**src/rtl/load_store_unit_if.sv**
```systemverilog
// Execute-stage request, memory bus and completion signals of the load/store unit.
// The slave modport is the unit's own view; master is the surrounding pipeline/memory.
interface load_store_unit_if;
    logic        req_valid;
    logic        req_ready;
    logic [31:0] req_addr;
    logic        req_we;
    logic [2:0]  req_funct3;
    logic [31:0] req_wdata;

    logic        mem_req;
    logic        mem_gnt;
    logic        mem_we;
    logic [31:0] mem_addr;
    logic [3:0]  mem_be;
    logic [31:0] mem_wdata;
    logic        mem_rvalid;
    logic [31:0] mem_rdata;

    logic        rsp_valid;
    logic [31:0] rsp_rdata;
    logic        rsp_err;

    modport slave (
        input  req_valid, req_addr, req_we, req_funct3, req_wdata,
        input  mem_gnt, mem_rvalid, mem_rdata,
        output req_ready,
        output mem_req, mem_we, mem_addr, mem_be, mem_wdata,
        output rsp_valid, rsp_rdata, rsp_err
    );

    modport master (
        output req_valid, req_addr, req_we, req_funct3, req_wdata,
        output mem_gnt, mem_rvalid, mem_rdata,
        input  req_ready,
        input  mem_req, mem_we, mem_addr, mem_be, mem_wdata,
        input  rsp_valid, rsp_rdata, rsp_err
    );
endinterface

```
**src/rtl/load_store_unit.sv**
```systemverilog
// RV32I load/store unit: one outstanding access, byte-lane placement for stores,
// lane extraction plus sign/zero extension for loads, misalignment/illegal-width detection.
module load_store_unit (
    input  logic                    clk,
    input  logic                    rst_n,
    load_store_unit_if.slave        bus
);

    typedef enum logic [1:0] {IDLE, REQ, WAIT, RESP} state_t;

    state_t      state_reg;
    state_t      state_next;

    logic [2:0]  funct3_reg;
    logic [1:0]  addr_off_reg;
    logic        err_reg;
    logic [31:0] rdata_reg;
    logic        mem_we_reg;
    logic [31:0] mem_addr_reg;
    logic [3:0]  mem_be_reg;
    logic [31:0] mem_wdata_reg;

    logic        accept;
    logic        illegal;
    logic [3:0]  be_placed;
    logic [31:0] wdata_placed;
    logic [31:0] load_shifted;
    logic [31:0] load_ext;

    assign accept = bus.req_valid && (state_reg == IDLE);

    always_comb begin
        illegal = 1'b1;
        case (bus.req_funct3)
            3'b000:         illegal = 1'b0;
            3'b001:         illegal = bus.req_addr[0];
            3'b010:         illegal = (bus.req_addr[1:0] != 2'b00);
            3'b100, 3'b101: illegal = bus.req_we;
            default:        illegal = 1'b1;
        endcase
    end

    always_comb begin
        case (bus.req_funct3[1:0])
            2'b00:   be_placed = 4'b0001 << bus.req_addr[1:0];
            2'b01:   be_placed = 4'b0011 << bus.req_addr[1:0];
            default: be_placed = 4'b1111;
        endcase
    end

    // Each byte lane picks its source byte: own lane for W, low/high half for H, byte 0 for B.
    generate
        for (genvar gi = 0; gi < 4; gi++) begin : g_lane
            localparam int HALF_BYTE = gi % 2;
            assign wdata_placed[8*gi +: 8] =
                (bus.req_funct3[1:0] == 2'b10) ? bus.req_wdata[8*gi +: 8] :
                (bus.req_funct3[1:0] == 2'b01) ? bus.req_wdata[8*HALF_BYTE +: 8] :
                                                 bus.req_wdata[7:0];
        end
    endgenerate

    always_comb begin
        load_shifted = bus.mem_rdata >> {addr_off_reg, 3'b000};
        load_ext     = load_shifted;
        case (funct3_reg)
            3'b000:  load_ext = {{24{load_shifted[7]}},  load_shifted[7:0]};
            3'b001:  load_ext = {{16{load_shifted[15]}}, load_shifted[15:0]};
            3'b100:  load_ext = {24'h000000, load_shifted[7:0]};
            3'b101:  load_ext = {16'h0000,   load_shifted[15:0]};
            default: load_ext = load_shifted;
        endcase
    end

    always_ff @(posedge clk or negedge rst_n) begin
        if (!rst_n) begin
            state_reg <= IDLE;
        end else begin
            state_reg <= state_next;
        end
    end

    always_comb begin
        state_next = state_reg;
        case (state_reg)
            IDLE: if (accept) state_next = illegal ? RESP : REQ;
            REQ:  if (bus.mem_gnt) state_next = WAIT;
            // rvalid alongside gnt is deliberately not honoured: only WAIT takes the response.
            WAIT: if (bus.mem_rvalid) state_next = RESP;
            RESP: state_next = IDLE;
            default: state_next = IDLE;
        endcase
    end

    always_ff @(posedge clk or negedge rst_n) begin
        if (!rst_n) begin
            funct3_reg    <= 3'b000;
            addr_off_reg  <= 2'b00;
            err_reg       <= 1'b0;
            rdata_reg     <= 32'h0;
            mem_we_reg    <= 1'b0;
            mem_addr_reg  <= 32'h0;
            mem_be_reg    <= 4'h0;
            mem_wdata_reg <= 32'h0;
        end else begin
            if (accept) begin
                funct3_reg   <= bus.req_funct3;
                addr_off_reg <= bus.req_addr[1:0];
                err_reg      <= illegal;
                rdata_reg    <= 32'h0;
                // Bus fields only change on a legal accept so a rejected op never disturbs them.
                if (!illegal) begin
                    mem_we_reg    <= bus.req_we;
                    mem_addr_reg  <= {bus.req_addr[31:2], 2'b00};
                    mem_be_reg    <= be_placed;
                    mem_wdata_reg <= wdata_placed;
                end
            end
            if ((state_reg == WAIT) && bus.mem_rvalid && !mem_we_reg) begin
                rdata_reg <= load_ext;
            end
        end
    end

    assign bus.req_ready = (state_reg == IDLE);
    assign bus.mem_req   = (state_reg == REQ);
    assign bus.mem_we    = mem_we_reg;
    assign bus.mem_addr  = mem_addr_reg;
    assign bus.mem_be    = mem_be_reg;
    assign bus.mem_wdata = mem_wdata_reg;
    assign bus.rsp_valid = (state_reg == RESP);
    assign bus.rsp_err   = (state_reg == RESP) && err_reg;
    assign bus.rsp_rdata = (state_reg == RESP) ? rdata_reg : 32'h0;

endmodule

```
**src/flat_wrapper.sv**
```systemverilog
// flat-port wrapper written by rule: the top's interface ports become plain ports
module load_store_unit_flat 
  (clk, rst_n, bus_req_valid, bus_req_addr, bus_req_we, bus_req_funct3, bus_req_wdata, bus_mem_gnt, bus_mem_rvalid, bus_mem_rdata, bus_req_ready, bus_mem_req, bus_mem_we, bus_mem_addr, bus_mem_be, bus_mem_wdata, bus_rsp_valid, bus_rsp_rdata, bus_rsp_err);
  load_store_unit_if bus_i ();
  input  logic clk;
  input  logic rst_n;
  input wire logic [$bits(bus_i.req_valid)-1:0] bus_req_valid;
  input wire logic [$bits(bus_i.req_addr)-1:0] bus_req_addr;
  input wire logic [$bits(bus_i.req_we)-1:0] bus_req_we;
  input wire logic [$bits(bus_i.req_funct3)-1:0] bus_req_funct3;
  input wire logic [$bits(bus_i.req_wdata)-1:0] bus_req_wdata;
  input wire logic [$bits(bus_i.mem_gnt)-1:0] bus_mem_gnt;
  input wire logic [$bits(bus_i.mem_rvalid)-1:0] bus_mem_rvalid;
  input wire logic [$bits(bus_i.mem_rdata)-1:0] bus_mem_rdata;
  output wire logic [$bits(bus_i.req_ready)-1:0] bus_req_ready;
  output wire logic [$bits(bus_i.mem_req)-1:0] bus_mem_req;
  output wire logic [$bits(bus_i.mem_we)-1:0] bus_mem_we;
  output wire logic [$bits(bus_i.mem_addr)-1:0] bus_mem_addr;
  output wire logic [$bits(bus_i.mem_be)-1:0] bus_mem_be;
  output wire logic [$bits(bus_i.mem_wdata)-1:0] bus_mem_wdata;
  output wire logic [$bits(bus_i.rsp_valid)-1:0] bus_rsp_valid;
  output wire logic [$bits(bus_i.rsp_rdata)-1:0] bus_rsp_rdata;
  output wire logic [$bits(bus_i.rsp_err)-1:0] bus_rsp_err;
  assign bus_i.req_valid = bus_req_valid;
  assign bus_i.req_addr = bus_req_addr;
  assign bus_i.req_we = bus_req_we;
  assign bus_i.req_funct3 = bus_req_funct3;
  assign bus_i.req_wdata = bus_req_wdata;
  assign bus_i.mem_gnt = bus_mem_gnt;
  assign bus_i.mem_rvalid = bus_mem_rvalid;
  assign bus_i.mem_rdata = bus_mem_rdata;
  assign bus_req_ready = bus_i.req_ready;
  assign bus_mem_req = bus_i.mem_req;
  assign bus_mem_we = bus_i.mem_we;
  assign bus_mem_addr = bus_i.mem_addr;
  assign bus_mem_be = bus_i.mem_be;
  assign bus_mem_wdata = bus_i.mem_wdata;
  assign bus_rsp_valid = bus_i.rsp_valid;
  assign bus_rsp_rdata = bus_i.rsp_rdata;
  assign bus_rsp_err = bus_i.rsp_err;
  load_store_unit u_core (.clk(clk), .rst_n(rst_n), .bus(bus_i));
endmodule
```
**config.mk**
```make
export PLATFORM = sky130hd
export DESIGN_NAME = load_store_unit_flat
export DESIGN_NICKNAME = d
export VERILOG_FILES = /design/src/rtl/load_store_unit_if.sv /design/src/rtl/load_store_unit.sv /design/src/flat_wrapper.sv
export SDC_FILE = /design/constraint.sdc
export NUM_CORES = 1
export LEC_CHECK = 0
export ABC_CLOCK_PERIOD_IN_PS = 3710
export CELL_PAD_IN_SITES_DETAIL_PLACEMENT = 2
export CELL_PAD_IN_SITES_GLOBAL_PLACEMENT = 2
export CORE_MARGIN = 2
export CORE_UTILIZATION = 25
export DETAILED_ROUTE_END_ITERATION = 16
export PLACE_DENSITY = 0.8
export SYNTH_ARGS = -nofsm -noshare
export SYNTH_HDL_FRONTEND = slang
export SYNTH_SLANG_ARGS = --single-unit
```
**constraint.sdc**
```tcl
create_clock -name clk -period 3.71 [get_ports clk]
set_input_delay 1.113 -clock clk [delete_from_list [all_inputs] [get_ports clk]]
set_output_delay 1.113 -clock clk [all_outputs]
set_load 0.02 [all_outputs]
```
==> results of run 1 <==
## cells by family (layout without fill, tap and decap cells)
logic type / count (synthesis) / count (layout) / synth area share (%)
simple gates: 124 / 124 / 12.5
fa+ha+maj: 5 / 5 / 1.18
buf+inv: 45 / 242 / 4.30
flops: 107 / 107 / 50.6
compound gates: 101 / 101 / 12.5
mux: 88 / 88 / 18.9
other cells: 1 / 2 / 0.0708
## worst max-delay path: cells and delay by family (launching register included)
kind / cells / cell delay [ns]
adders and majority gates: 1 / 0.17
and+or+nand+nor: 1 / 0.22
buffers and inverters: 2 / 0.90
DFF: 1 / 0.42
## layout make-up
class	count	share of cell area [%]
flip-flops and latches	107	33.9
clock inverters	7	0.681
inverters	6	0.285
repair buffers	220	27.6
well taps	275	4.36
multi-input cells	320	30.3
clock buffers	9	2.85
## per-layer routing
layer / routed length (µm) / global-route usage [%]
met1: 7430 / 18.9
met2: 8910 / 28.2
met3: 1800 / 7.32
met4: 391 / 5.05
met5: 0 / 0
## stage by stage
stage	cell area, µm²	util [%]	hold slack, ns	setup WS [ns]	power, mW
floorplan	5300	-	0.461	1.20	3.67
global placement	7620	36.5	0.461	0.560	5.01
detailed placement	7620	36.5	0.480	0.463	5.18
CTS	7900	37.8	0.501	0.478	6.16
global route	7900	37.8	0.515	0.384	6.46
finish	7900	37.8	0.488	0.532	6.05
## synth_stat cells (all sizes together), types with 7 or more instances
master,count
dfrtp,107
mux2,54
o21ai,48
and2,34
mux2i,33
nand2,31
nor2,22
clkbuf,21
a21oi,18
buf,18
a221o,16
nand3,16
nand3b,9
o22ai,7
o31ai,7
## path summary, 6_finish.rpt
kind | end | slack [ns] | cells after the start
max in group asynchronous | u_core.bus.mem_addr[22]$_DFFE_PN0P_ | 2.07 | 2
min in group asynchronous | u_core.bus.mem_wdata[2]$_DFFE_PN0P_ | 0.83 | 1
hold / removal | u_core.bus.mem_wdata[13]$_DFFE_PN0P_ | 0.49 | 2
setup reg to reg | u_core.rdata_reg[19]$_DFFE_PN0P_ | 1.56 | 6
setup / recovery | bus_rsp_rdata[18] | 0.53 | 4
hold reg to reg | u_core.bus.mem_wdata[13]$_DFFE_PN0P_ | 0.49 | 2
## power breakdown
part / leakage (nW) / internal [mW] / switching, mW
clock network: 0.133 / 0.461 / 0.463
logic: 1.87 / 1.49 / 1.60
registers: 1.35 / 1.69 / 0.342
==> impl_metrics.yaml, run 1 <==
critical_path:
  critPathSlowestCell: "clkdlybuf4s50_1"
  crit_arrival_ns: 2.07
  crit_path_start: "u_core.state_reg[1]$_DFFE_PN0P_"
  critPathRequiredTime_ns: 2.60
  critPathCaptureType: "output port"
  crit_chain: "ha_1 -> buf_4 -> and2_1 -> clkdlybuf4s50_1"
  critPathMaxFanout: 34
  critPathMaxStageDelay_ns: 0.62
  crit_type: "register to output port"
  r2r-start: "u_core.state_reg[0]$_DFFE_PN0P_"
  worstSetupStartpointType: "register"
floorplan:
  io_pins: 210
  die-area_mm2: 0.0224
  rows: 53
  initial_core_util_pct: 25.3
  core-area_mm2: 0.0209
  die-height_um: 150
  die_w_um: 150
sta:
  skew_ns: 0.00649
  finalHoldViolCount: 0
  setup_tns_ns: 0
  final-setup-viol-count: 0
  timing.fmax_mhz: 315
  rsz0062_at_grt: "no"
  min_period_ns: 3.18
  slew_viol_final: 0
  slew_headroom_pct: 44.8
  fin_crit_sh_pct: 85.7
  worst_pin_slew_ns: 0.828
synth:
  synth_area_leaders: "dfrtp_1 51%, mux2_2 8.5%, mux2i_1 6.2%"
  ys.flop_type: "dfrtp_1"
  synth-edff-count: 0
  ys_seq_area_share_pct: 50.6
  synthesis.area_mm2: 0.00529
  yosysWarnings: 0
  synthArstFlopShare_pct: 100
  syn-instance-count: 471
  synth_seq_cells: 107
  avgSynthCellArea_um2: 11.2
  yosysTopAreaCell: "dfrtp_1"
  yosysUniqueCellTypes: 36
  synth_top_area_share_pct: 50.6
clock_tree:
  cts_setup_buffers: 0
  clk_pin_slew_ns: 0.08
  clock-sinks: 107
  cts_root_buf: "clkbuf_16"
  cts_buffers: 9
  cts_resized: 0
  clk_latency_ns: 0.35
  htree_levels: 3
  postCtsHoldBufs: 0
  clockBufferDepth: 2
  cts_tree: "built"
placed_design:
  dp_hpwl_mm: 14.2
  port_buffers: 207
  dp_cells: 928
  place_congestion: 0.813
status:
  status: "completed"
route:
  ant_nets: 0
  drt_iter0_drc: 149
  finalWirelength_mm: 18.5
  drt_pass1_iterations: 4
  vias: 4425
  via_per_inst: 4.69
  drc: 0
  wire_per_inst_um: 19.6
grt:
  grt_first_pass_wirelength_mm: 28.7
  track_usage_pct: 16.7
  grt_max_degree: 96
  overflow: 0
  antenna_found_initial: 0
  grt_pass1_vias: 5138
final_layout:
  final-seq-area_mm2: 0.00268
  layout-drive-gt1-share_pct: 13.3
  area_growth_syn_to_layout_pct: 49.1
  fin_cells: 944
  num-nets-final: 774
  multi_input_area_mm2: 0.00239
  mostFrequentLayoutCells: "206 x clkdlybuf4s50_1, 107 x dfrtp_1, 48 x o21ai_0"
  n_antenna_cell: 0
  fill_cells: 2186
  final_common_cell: "clkdlybuf4s50_1"
power:
  ir_drop_mv: 0.290
  p_leak_nw: 3.35
  power_density_mw_per_mm2: 766
min_path:
  worstHoldStart: "u_core.bus.mem_wdata[13]$_DFFE_PN0P_"
  hp-class: "register to register"
flow_run:
  maxCapViolations: 0
Power figures use the tool's default switching activity.
==> run 2: changes to the inputs <==
CORE_UTILIZATION = 29   (was 25)
PLACE_DENSITY = 0.91   (was 0.8)
RECOVER_POWER = 25   (was unset)
REMOVE_ABC_BUFFERS = 1   (was unset)
==> run 2 against run 1 <==
Flip-flop and latch count unchanged. Power increased by 2.2%. Sequential share of layout area increased by 0.19 points. Design area decreased by 0.55%. Critical path type unchanged.
==> impl_metrics.yaml, run 2 (same netlist as run 1, synthesis figures left out) <==
clock_tree:
  cts_resized: 0
  cts_setup_buffers: 0
  postCtsHoldBufs: 0
  clockBufferDepth: 2
  cts_root_buf: "clkbuf_16"
  clock-sinks: 107
  clk_pin_slew_ns: 0.08
  clk_latency_ns: 0.36
  htree_levels: 3
  cts_buffers: 9
  cts_tree: "built"
final_layout:
  mostFrequentLayoutCells: "206 x clkdlybuf4s50_1, 107 x dfrtp_1, 48 x o21ai_0"
  multi_input_area_mm2: 0.00239
  final_core_util_pct: 43.7
  n_antenna_cell: 0
  final_common_cell: "clkdlybuf4s50_1"
  num-nets-final: 775
  layout-drive-gt1-share_pct: 13.0
  final-seq-area_mm2: 0.00268
  fill_cells: 1827
  area_growth_syn_to_layout_pct: 48.3
critical_path:
  critPathCaptureType: "output port"
  critPathRequiredTime_ns: 2.60
  crit_type: "register to output port"
  worstSetupStartpointType: "register"
  critPathMaxFanout: 34
  crit_arrival_ns: 2.06
grt:
  overflow: 0
  grt_first_pass_wirelength_mm: 31.5
  grt_pass1_vias: 5206
  track_usage_pct: 21.0
  grt_max_degree: 73
  antenna_found_initial: 0
floorplan:
  initial_core_util_pct: 29.5
  core-area_mm2: 0.0180
  io_pins: 210
  die-area_mm2: 0.0194
  die_w_um: 139
  die-height_um: 139
  rows: 49
power:
  power_frac_comb_pct: 50.4
  power_frac_clock_pct: 16.2
  p_switching_mw: 2.46
  intPower_mw: 3.71
  p_seq_share_pct: 33.4
  power_density_mw_per_mm2: 787
  switching_share_pct: 39.9
  p_leak_nw: 3.35
  ir_drop_mv: 0.336
sta:
  min_period_ns: 3.17
  rsz0062_at_grt: "no"
  slew_headroom_pct: 14.9
  worst_pin_slew_ns: 1.28
  fin_crit_sh_pct: 85.5
  finalHoldViolCount: 0
  skew_ns: 0.00881
  slew_viol_final: 0
  whs_ns: 0.478
  timing.fmax_mhz: 315
  final-setup-viol-count: 0
route:
  drt_iter0_drc: 171
  wire_per_inst_um: 22.0
  drc: 0
  vias: 4578
  finalWirelength_mm: 19.8
  drt_pass1_iterations: 4
  via_per_inst: 5.09
  ant_nets: 0
status:
  status: "completed"
min_path:
  hp-class: "register to register"
placed_design:
  dp_hpwl_mm: 15.1
  place_congestion: 0.804
  port_buffers: 207
flow_run:
  maxCapViolations: 0
==> run 2: cell count changes in the layout (fill, tap and decap cells not counted), sizes merged <==
cell      before  now
buf           14   11
bufinv         0    1
clkbuf         9   13
clkinv         4    3
clkinvlp       2    1
inv            7    8
==> run 2: power groups by stage <==
stage,Clock (mW),Combinational (mW),Sequential (mW)
finish,1.00,3.11,2.06
global route,1.08,3.36,2.13
CTS,1.03,3.16,2.07
detailed placement,0,3.14,2.09
global placement,0,2.97,2.01
floorplan,0,1.12,2.48
==> run 2: layer usage <==
layer,global-route usage [%],vias up,routed length (µm)
li1,-,2055,-
met1,25.0,2302,7730
met2,36.7,195,10200
met3,6.35,26,1470
met4,6.27,0,390
met5,0,-,0
==> run 2: worst paths after layout <==
kind	start	end	slack, ns	cells after the start
max	u_core.state_reg[1]$_DFFE_PN0P_	bus_rsp_rdata[29]	0.54	4
min	u_core.bus.mem_wdata[22]$_DFFE_PN0P_	u_core.bus.mem_wdata[22]$_DFFE_PN0P_	0.48	2
max reg2reg	u_core.state_reg[0]$_DFFE_PN0P_	u_core.rdata_reg[16]$_DFFE_PN0P_	1.48	6
min reg2reg	u_core.bus.mem_wdata[22]$_DFFE_PN0P_	u_core.bus.mem_wdata[22]$_DFFE_PN0P_	0.48	2
max in group asynchronous	rst_n	u_core.bus.mem_wdata[28]$_DFFE_PN0P_	0.95	2
min in group asynchronous	rst_n	u_core.rdata_reg[2]$_DFFE_PN0P_	1.02	1
==> run 2: final cells by class <==
cell class	instances	share of cell area [%]
Multi-Input combinational cell	320	30.5
Clock inverter	7	0.940
Tap cell	229	3.65
Clock buffer	9	2.87
Timing Repair Buffer	221	27.7
Inverter	6	0.287
Sequential cell	107	34.1
==> run 2: worst max-delay path, stage by stage, from the launching register on <==
cell             delay [ns]
dfrtp_1                0.41
ha_1                   0.17
buf_4                  0.27
and2_1                 0.21
clkdlybuf4s50_1        0.63
==> run 2: through the flow <==
| stage | area [µm²] | setup TNS (ns) | cells | setup WS (ns) | total power [mW] |
|---|---|---|---|---|---|
| 6_report | 7850 | 0 | 899 | 0.537 | 6.18 |
| 5_1_grt | 7850 | 0 | 899 | 0.418 | 6.57 |
| 4_1_cts | 7870 | 0 | 899 | 0.487 | 6.27 |
| 3_5_place_dp | 7570 | 0 | 883 | 0.376 | 5.22 |
| 3_3_place_gp | 7570 | 0 | 883 | 0.501 | 4.98 |
| 2_1_floorplan | 5090 | -7.78 | 433 | -0.174 | 3.60 |
==> run 3: changes to the inputs <==
GPL_TIMING_DRIVEN = 0   (was unset)
==> run 3 against run 2 <==
The run now ends with capacitance limit, slew limit left. Final cell count fell by 0.11%. Sequential power rose by 4%. Worst hold slack barely moved. Die area did not move. Via count fell by 0.48%. Critical endpoint is now u_core.bus.mem_wdata[1]$_DFFE_PN0P_. Largest cell class unchanged.
==> impl_metrics.yaml, run 3 (same netlist as run 1, synthesis figures left out) <==
power:
  p_total_mw: 6.11
  ir_drop_mv: 0.337
  p_leak_nw: 3.38
  power_density_mw_per_mm2: 771
placed_design:
  port_buffers: 207
  place_congestion: 0.769
  dp_hpwl_mm: 14.0
  placed_area_mm2: 0.00758
clock_tree:
  clockBufferDepth: 2
  cts_tree: "built"
  clk_pin_slew_ns: 0.07
  htree_levels: 3
  clk_latency_ns: 0.35
  cts_root_buf: "clkbuf_16"
  clock-sinks: 107
  cts_buffers: 9
grt:
  grt_first_pass_wirelength_mm: 30.1
  overflow: 0
  grt_pass1_vias: 5202
  antenna_found_initial: 0
  track_usage_pct: 19.9
  grt_max_degree: 67
critical_path:
  crit_family: "buffers and inverters"
  crit_arrival_ns: 3.56
  critPathMaxFanout: 21
  critPathRequiredTime_ns: 3.94
  critPathMaxStageDelay_ns: 0.78
  critPathCaptureType: "register"
  crit_chain: "clkdlybuf4s50_1 -> a211oi_2 -> o311ai_4 -> buf_8 -> buf_8 -> buf_16 -> buf_8 -> mux2_2"
  worstSetupStartpointType: "primary input"
  crit_top_cell: "buf_8"
  cp.buffers_inverters: 5
  crit_type: "primary input to register"
  critPathSlowestCell: "clkdlybuf4s50_1"
min_path:
  hp-class: "register to register"
flow_run:
  maxCapViolations: 1
sta:
  final-setup-viol-count: 0
  slew_viol_final: 66
  finalHoldViolCount: 0
  whs_ns: 0.478
  slew_headroom_pct: -20.1
  timing.fmax_mhz: 301
  setup_tns_ns: 0
  min_period_ns: 3.33
  worst_pin_slew_ns: 1.80
  skew_ns: 0.00874
  fin_crit_sh_pct: 89.7
  rsz0062_at_grt: "no"
route:
  wire_per_inst_um: 21.3
  finalWirelength_mm: 19.1
  ant_nets: 0
  drt_iter0_drc: 175
  drc: 0
  vias: 4556
  via_per_inst: 5.07
  drt_pass1_iterations: 4
final_layout:
  layout-drive-gt1-share_pct: 13.2
  n_antenna_cell: 0
  final_common_cell: "clkdlybuf4s50_1"
  mostFrequentLayoutCells: "206 x clkdlybuf4s50_1, 106 x dfrtp_1, 48 x o21ai_0"
  area_growth_syn_to_layout_pct: 49.6
  design_area_mm2: 0.00792
  num-nets-final: 774
floorplan:
  initial_core_util_pct: 29.5
  die_w_um: 139
  core-area_mm2: 0.0180
  rows: 49
  die-height_um: 139
  io_pins: 210
  die-area_mm2: 0.0194
status:
  status: "finished with violations"
  violations: "capacitance limit, slew limit"
run 3: metrics by stage:
stage | setup slack [ns] | util, % | instances
after global routing | 0.257 | 44.1 | 898
after detailed placement | -0.733 | 42.2 | 875
after floorplan | -0.174 | - | 433
after global placement | -2.73 | 41.5 | 869
final | 0.384 | 44.1 | 898
after CTS | 0.00223 | 43.8 | 892
run 3: worst reg2reg max path, stage by stage, from the launching register on:
cell and delay (ns):
dfrtp_1 0.41, inv_1 0.15, ha_1 0.30, nand2_1 0.61
and2_1 0.66, a221o_1 0.41
run 3: what timing repair did:
item                                   in CTS  in global routing
endpoints found under the hold margin       0                  0
hold buffers                                0                  0
gates resized for setup                     1                  1
setup endpoints to repair                  11                 33
setup buffers                               0                  6
pin swaps                                   2                  1
gates cloned                                1                  0
run 3: power breakdown:
| part | switching [mW] | internal, mW | total, mW |
|---|---|---|---|
| Clock | 0.443 | 0.495 | 0.938 |
| Sequential | 0.456 | 1.69 | 2.14 |
| Combinational | 1.51 | 1.51 | 3.02 |
| Total | 2.41 | 3.70 | 6.11 |
run 3: final timing paths:
path,start,end,slack [ns],cells after the start
setup / recovery,bus_req_funct3[0],u_core.bus.mem_wdata[1]$_DFFE_PN0P_,0.38,8
hold / removal,u_core.bus.mem_wdata[8]$_DFFE_PN0P_,u_core.bus.mem_wdata[8]$_DFFE_PN0P_,0.48,2
setup reg to reg,u_core.state_reg[0]$_DFFE_PN0P_,u_core.rdata_reg[22]$_DFFE_PN0P_,1.04,5
hold reg to reg,u_core.bus.mem_wdata[8]$_DFFE_PN0P_,u_core.bus.mem_wdata[8]$_DFFE_PN0P_,0.48,2
max in group asynchronous,rst_n,u_core.bus.mem_addr[24]$_DFFE_PN0P_,1.38,1
min in group asynchronous,rst_n,u_core.rdata_reg[0]$_DFFE_PN0P_,1.24,1
run 3: layer usage:
layer / track usage (%) / up-vias / part of all wire, %
li1: - / 2050 / -
met1: 23.7 / 2300 / 41
met2: 34.7 / 184 / 50
met3: 5.66 / 22 / 7.4
met4: 6.59 / 0 / 1.9
met5: 0 / - / 0
run 3: cell type report:
cell class | instances | area [µm²]
Inverter | 6 | 22.5
Timing Repair Buffer | 219 | 2240
Clock inverter | 3 | 22.5
Multi-Input combinational cell | 321 | 2410
Fill cell | 1846 | 10000
Tap cell | 229 | 287
Sequential cell | 107 | 2680
Clock buffer | 13 | 260
